`src/rtl/spi_flash_target.sv`:
```
// SPI mode-3 target emulating the READ (0x03) path of a serial NOR flash.
// Fetches bytes through a byte-wide memory port with one-byte prefetch.
//
// state  | meaning
// IDLE   | chip-select released, waiting for cs low
// CMD    | shifting in the 8-bit command byte
// ADDR   | shifting in the 24-bit start address
// DATA   | streaming fetched bytes out on miso, auto-incrementing address
// IGNORE | unsupported command, wait for cs release with miso low
`timescale 1ns/1ps

module spi_flash_target (
  input  logic        clk,
  input  logic        reset_n,
  input  logic        spi_cs,
  input  logic        spi_sclk,
  input  logic        spi_mosi,
  output logic        spi_miso,
  output logic        mem_req,
  output logic [23:0] mem_addr,
  input  logic [7:0]  mem_rdata,
  input  logic        mem_valid,
  output logic        busy,
  output logic        underrun
);

  typedef enum logic [2:0] {IDLE, CMD, ADDR, DATA, IGNORE} state_t;

  logic cs_s1_q, cs_s2_q;
  logic sclk_s1_q, sclk_s2_q, sclk_prev_q;
  logic mosi_s1_q, mosi_s2_q;
  logic sclk_rise, sclk_fall;

  state_t      state_q, state_d;
  logic [2:0]  bit_cnt_q, bit_cnt_d;
  logic [1:0]  byte_cnt_q, byte_cnt_d;
  logic [7:0]  cmd_q, cmd_d;
  logic [23:0] addr_q, addr_d;
  logic [7:0]  tx_q, tx_d;
  logic        miso_q, miso_d;
  logic        req_q, req_d;
  logic        und_q, und_d;
  logic [7:0]  hold_q, hold_d;
  logic        full_q, full_d;
  logic [7:0]  cmd_next;

  always_ff @(posedge clk or negedge reset_n) begin
    if (!reset_n) begin
      cs_s1_q     <= 1'b1;
      cs_s2_q     <= 1'b1;
      sclk_s1_q   <= 1'b1;
      sclk_s2_q   <= 1'b1;
      sclk_prev_q <= 1'b1;
      mosi_s1_q   <= 1'b0;
      mosi_s2_q   <= 1'b0;
    end else begin
      cs_s1_q     <= spi_cs;
      cs_s2_q     <= cs_s1_q;
      sclk_s1_q   <= spi_sclk;
      sclk_s2_q   <= sclk_s1_q;
      sclk_prev_q <= sclk_s2_q;
      mosi_s1_q   <= spi_mosi;
      mosi_s2_q   <= mosi_s1_q;
    end
  end

  assign sclk_rise = sclk_s2_q & ~sclk_prev_q;
  assign sclk_fall = ~sclk_s2_q & sclk_prev_q;
  assign cmd_next  = {cmd_q[6:0], mosi_s2_q};

  always_ff @(posedge clk or negedge reset_n) begin
    if (!reset_n) begin
      state_q    <= IDLE;
      bit_cnt_q  <= 3'd0;
      byte_cnt_q <= 2'd0;
      cmd_q      <= 8'h00;
      addr_q     <= 24'h000000;
      tx_q       <= 8'h00;
      miso_q     <= 1'b0;
      req_q      <= 1'b0;
      und_q      <= 1'b0;
      hold_q     <= 8'h00;
      full_q     <= 1'b0;
    end else begin
      state_q    <= state_d;
      bit_cnt_q  <= bit_cnt_d;
      byte_cnt_q <= byte_cnt_d;
      cmd_q      <= cmd_d;
      addr_q     <= addr_d;
      tx_q       <= tx_d;
      miso_q     <= miso_d;
      req_q      <= req_d;
      und_q      <= und_d;
      hold_q     <= hold_d;
      full_q     <= full_d;
    end
  end

  always_comb begin
    state_d    = state_q;
    bit_cnt_d  = bit_cnt_q;
    byte_cnt_d = byte_cnt_q;
    cmd_d      = cmd_q;
    addr_d     = addr_q;
    tx_d       = tx_q;
    miso_d     = miso_q;
    req_d      = 1'b0;
    und_d      = 1'b0;
    hold_d     = hold_q;
    full_d     = full_q;

    // Responses are only meaningful while streaming; late ones in IDLE are dropped.
    if (state_q == DATA && mem_valid) begin
      hold_d = mem_rdata;
      full_d = 1'b1;
    end

    if (cs_s2_q) begin
      if (state_q != IDLE) begin
        state_d    = IDLE;
        bit_cnt_d  = 3'd0;
        byte_cnt_d = 2'd0;
        full_d     = 1'b0;
        miso_d     = 1'b0;
      end
    end else begin
      case (state_q)
        IDLE: begin
          state_d    = CMD;
          bit_cnt_d  = 3'd0;
          byte_cnt_d = 2'd0;
          cmd_d      = 8'h00;
          miso_d     = 1'b0;
          full_d     = 1'b0;
        end
        CMD: begin
          if (sclk_rise) begin
            cmd_d     = cmd_next;
            bit_cnt_d = bit_cnt_q + 3'd1;
            if (bit_cnt_q == 3'd7)
              state_d = (cmd_next == 8'h03) ? ADDR : IGNORE;
          end
        end
        ADDR: begin
          if (sclk_rise) begin
            addr_d    = {addr_q[22:0], mosi_s2_q};
            bit_cnt_d = bit_cnt_q + 3'd1;
            if (bit_cnt_q == 3'd7) begin
              byte_cnt_d = byte_cnt_q + 2'd1;
              if (byte_cnt_q == 2'd2) begin
                state_d = DATA;
                req_d   = 1'b1;
              end
            end
          end
        end
        DATA: begin
          if (sclk_fall) begin
            bit_cnt_d = bit_cnt_q + 3'd1;
            if (bit_cnt_q == 3'd0) begin
              tx_d   = full_q ? hold_q : 8'hFF;
              und_d  = ~full_q;
              miso_d = tx_d[7];
              full_d = 1'b0;
              addr_d = addr_q + 24'd1;
              req_d  = 1'b1;
            end else begin
              tx_d   = {tx_q[6:0], 1'b0};
              miso_d = tx_q[6];
            end
          end
        end
        IGNORE: begin
          miso_d = 1'b0;
        end
        default: begin
          state_d = IDLE;
        end
      endcase
    end
  end

  assign spi_miso = miso_q;
  assign mem_req  = req_q;
  assign mem_addr = addr_q;
  assign underrun = und_q;
  assign busy     = ~cs_s2_q;

endmodule

```
`config.mk`:
```
export PLATFORM = sky130hd
export DESIGN_NAME = spi_flash_target
export DESIGN_NICKNAME = d
export VERILOG_FILES = /design/src/rtl/spi_flash_target.sv
export SDC_FILE = /design/constraint.sdc
export NUM_CORES = 1
export LEC_CHECK = 0
export CORE_MARGIN = 8
export CORE_UTILIZATION = 41
export DETAILED_ROUTE_END_ITERATION = 6
export GPL_ROUTABILITY_DRIVEN = 0
export PLACE_DENSITY = 0.61
export SYNTH_ARGS = -nofsm -noshare
export SYNTH_HDL_FRONTEND = slang
export SYNTH_SLANG_ARGS = --single-unit
```
`constraint.sdc`:
```
create_clock -name clk -period 6.3 [get_ports clk]
set_input_delay 0.945 -clock clk [delete_from_list [all_inputs] [get_ports clk]]
set_output_delay 0.945 -clock clk [all_outputs]
set_load 0.005 [all_outputs]
```
==> PnR_summary.wiki <==
{| class="wikitable"
! Metric !! Value
|-
| Number of buffers created by CTS || 9
|-
| Total die area || 12000 um^2
|-
| Maximum net fanout on the critical path || 24
|-
| Most common cell after layout, fill and taps aside || sky130_fd_sc_hd__dfrtp_1
|-
| Horizontal die dimension || 109 um
|-
| Post-CTS clock slew at the launch and capture registers of the worst setup and hold paths || 0.08 ns
|-
| Critical path endpoint category || flop
|-
| Power Density || 242 nW/um^2
|-
| Ys async rst share || 100%
|-
| Area Growth Syn to Fin || 19.2%
|-
| Arrival time of data at the critical path endpoint || just under 3 ns
|-
| Total of hold buffers inserted after clock tree synthesis || 0
|-
| Vias per Instance || 5.80
|-
| Achievable Freq || roughly 380 MHz
|-
| Setup-violating endpoint count in the final report || 0
|-
| Max Root-Sink Buffers || 2
|-
| Final sum of negative setup slack || 0 ns
|-
| Reg2Reg Capture Point || mem_addr[18]$_DFFE_PN0P_
|-
| Type of origin of the critical path || flop
|-
| Port Buf Inserts || 41
|-
| 1st-iter DRT viols || 142
|-
| Total routed wirelength || about 8.7 mm
|-
| Leakage power of the design || 1.76 nW
|-
| Number of inserted diodes || 0
|-
| Count of instances resized after the clock tree is built || 0
|-
| Number of buffers inserted by post-CTS setup repair || 0
|-
| Worst IR Drop VDD || ~0.14 mV
|-
| Origin of the critical flop-to-flop path || state_q[0]$_DFFE_PN0P_
|-
| Count of standard-cell rows || 34
|-
| Core area || 8590 um^2
|-
| Number of register bits inferred by synthesis || 65
|-
| Setup repair after global routing missed its margin || false
|-
| Finished Core Util || 49.5%
|-
| Starting density of the core || between 40% and 50%
|-
| Cell area after layout || 4260 um^2
|-
| Vias || 3005
|-
| Syn Std Cell Area || 3570 um^2
|-
| Slew HR || 33.6%
|-
| 1st-pass router iterations || 4
|-
| Final Hold Fails || 0
|-
| DPL Wire Length || about 6 mm
|-
| Worst Path Required || approximately 6.6 ns
|-
| Number of instances in the synthesized netlist || between 300 and 400
|-
| Global-route wire length before repair || 14.5 mm
|-
| Synthesized netlist net count || 391
|-
| Count of yosys warnings during synthesis || 0
|-
| Path category of the worst min-delay check || reg2reg
|-
| Count of antenna-violating nets left after detailed routing || 0
|-
| Global-route total usage across every layer || ~15%
|-
| DP Area || 4030 um^2
|-
| Sequential area share after synthesis || 45.7%
|-
| Final clock skew || 0.00993 ns
|-
| Distinct cell type count of the synthesized netlist || 60
|-
| Max Slew Vio Count || 0
|-
| Capture point of the worst path || mem_addr[18]$_DFFE_PN0P_
|-
| Final Cycle Share || between 40% and 50%
|-
| Category of the critical setup timing path || reg2reg
|-
| Wirelength per Cell || 16.8 um
|-
| Flop-to-flop setup slack || 3.66 ns
|-
| Mean instance size in the synthesized netlist || 9.61 um^2
|-
| Insertion delay of the later-clocked pin in the worst-skew pair || 0.34 ns
|-
| Total area of multi-input combinational cells || 1800 um^2
|-
| Result of the run || finished clean
|-
| Vias in the first global route || 2891
|-
| DRC violation count after routing || 0
|-
| Worst Max-Slew Pin Slew || 0.987 ns
|-
| Share of post-route cells with drive strength above 1 || 11.2%
|-
| Vertical die dimension || 109 um
|-
| Max-cap violations || 0
|-
| Final global-route overflow total || 0
|-
| Post-layout nets || 424
|-
| Post-Route Hold Slack || roughly 0.36 ns
|-
| Area occupied by registers || 1630 um^2
|-
| Flip-flop cell with the highest count after synthesis || sky130_fd_sc_hd__dfrtp_1
|-
| Number of ports placed on the die boundary || 42
|-
| Pin count of the biggest net entering global routing || 66
|-
| H-tree Lvls || 3
|-
| Fillcell total || about 800
|-
| Power, Total || 1.03 mW
|-
| Clock tree from TritonCTS || built
|-
| Number of sinks driven by the clock tree || 65
|-
| Number of antenna violations at the first check in global routing || 0
|-
| Commonest cells after routing, fill and taps aside || sky130_fd_sc_hd__dfrtp_1, sky130_fd_sc_hd__clkdlybuf4s50_1, sky130_fd_sc_hd__nor2_1, sky130_fd_sc_hd__nand2_1, sky130_fd_sc_hd__o21ai_0
|-
| Post-synth EDFFs || 0
|-
| Minimum clock period || 2.64 ns
|-
| Clock tree root driver cell || sky130_fd_sc_hd__clkbuf_8
|-
| Crit path launch || state_q[0]$_DFFE_PN0P_
|-
| Number of cell instances on the worst register-to-register path || 4
|}
## worst max-delay path, stage by stage (launching register included)
cell,delay (ns)
sky130_fd_sc_hd__dfrtp_1,0.80
sky130_fd_sc_hd__clkinv_1,0.49
sky130_fd_sc_hd__a221oi_4,0.80
sky130_fd_sc_hd__o21ai_0,0.19
sky130_fd_sc_hd__a211oi_1,0.27
## synthesized netlist by cell type (all sizes together), types with 9 or more instances
cell | count | share of area, %
dfrtp | 60 | 42
nor2 | 29 | 3.0
nand2 | 25 | 2.6
o21ai | 23 | 3.2
a21oi | 22 | 3.1
clkbuf | 13 | 1.4
inv | 13 | 1.4
nand3b | 12 | 2.5
nand4 | 12 | 2.1
mux2i | 11 | 3.1
nor2b | 11 | 1.9
mux2 | 10 | 3.2
nor4 | 10 | 1.8
a31o | 9 | 2.2
## flip-flops by register name (all words and copies together), names as in the netlist
signal and count:
tx_q 7, sclk_s2_q 1, mem_addr 24, spi_miso 1
full_q 1, byte_cnt_q 2, cs_s1_q 1, sclk_prev_q 1
mosi_s2_q 1, state_q 3, cmd_q 7, cs_s2_q 1
bit_cnt_q 3, underrun 1, mem_req 1, hold_q 8
sclk_s1_q 1, mosi_s1_q 1
## power breakdown
group	switching (mW)	leakage [nW]	total, mW	internal (mW)
Sequential	0.0370	0.884	0.470	0.433
Combinational	0.0949	0.774	0.158	0.0628
Clock	0.178	0.106	0.404	0.226
Total	0.310	1.76	1.03	0.722
## worst min path at each step
| stage | startpoint | to | slack (ns) | cells past startpoint |
|---|---|---|---|---|
| CTS | cs_s1_q$_DFF_PN1_ | cs_s2_q$_DFF_PN1_ | 0.36 | 0 |
| detailed placement | cs_s1_q$_DFF_PN1_ | cs_s2_q$_DFF_PN1_ | 0.35 | 0 |
| finish | cs_s1_q$_DFF_PN1_ | cs_s2_q$_DFF_PN1_ | 0.36 | 0 |
| global placement | mosi_s1_q$_DFF_PN0_ | mosi_s2_q$_DFF_PN0_ | 0.33 | 0 |
| global route | cs_s1_q$_DFF_PN1_ | cs_s2_q$_DFF_PN1_ | 0.36 | 0 |
| floorplan | mosi_s1_q$_DFF_PN0_ | mosi_s2_q$_DFF_PN0_ | 0.33 | 0 |
## through the flow
step | setup slack [ns] | cells
2_1_floorplan | 4.31 | 372
3_3_place_gp | 3.76 | 502
3_5_place_dp | 3.70 | 502
4_1_cts | 3.69 | 518
5_1_grt | 3.38 | 518
6_report | 3.66 | 518
## layout make-up
| type | instances | area share [%] |
|---|---|---|
| multi-input combinational | 273 | 42.3 |
| sequential | 65 | 38.3 |
| timing repair buffer | 42 | 9.70 |
| tap | 108 | 3.17 |
| clock buffer | 9 | 2.91 |
| clock inverter | 7 | 2.38 |
| inverter | 14 | 1.23 |
## routing by layer
layer  up-vias  GRT usage [%]  routed length, um
met5         -              0                  0
met4         0           8.10                123
met3        13           2.70                487
met2        83           23.7               4130
met1      1441           19.9               3960
li1       1468              -                  -
## kinds of logic (layout without fill, tap and decap cells)
family	Yosys count	in the layout	synth area share (%)
buffers and inverters	34	72	3.96
AOI/OAI and AO/OA	100	100	19.3
adders and majority gates	6	6	2.03
DFF	65	65	45.7
muxes	21	21	6.23
and+or+nand+nor	146	146	22.8
(Power assumes the default switching activity.)
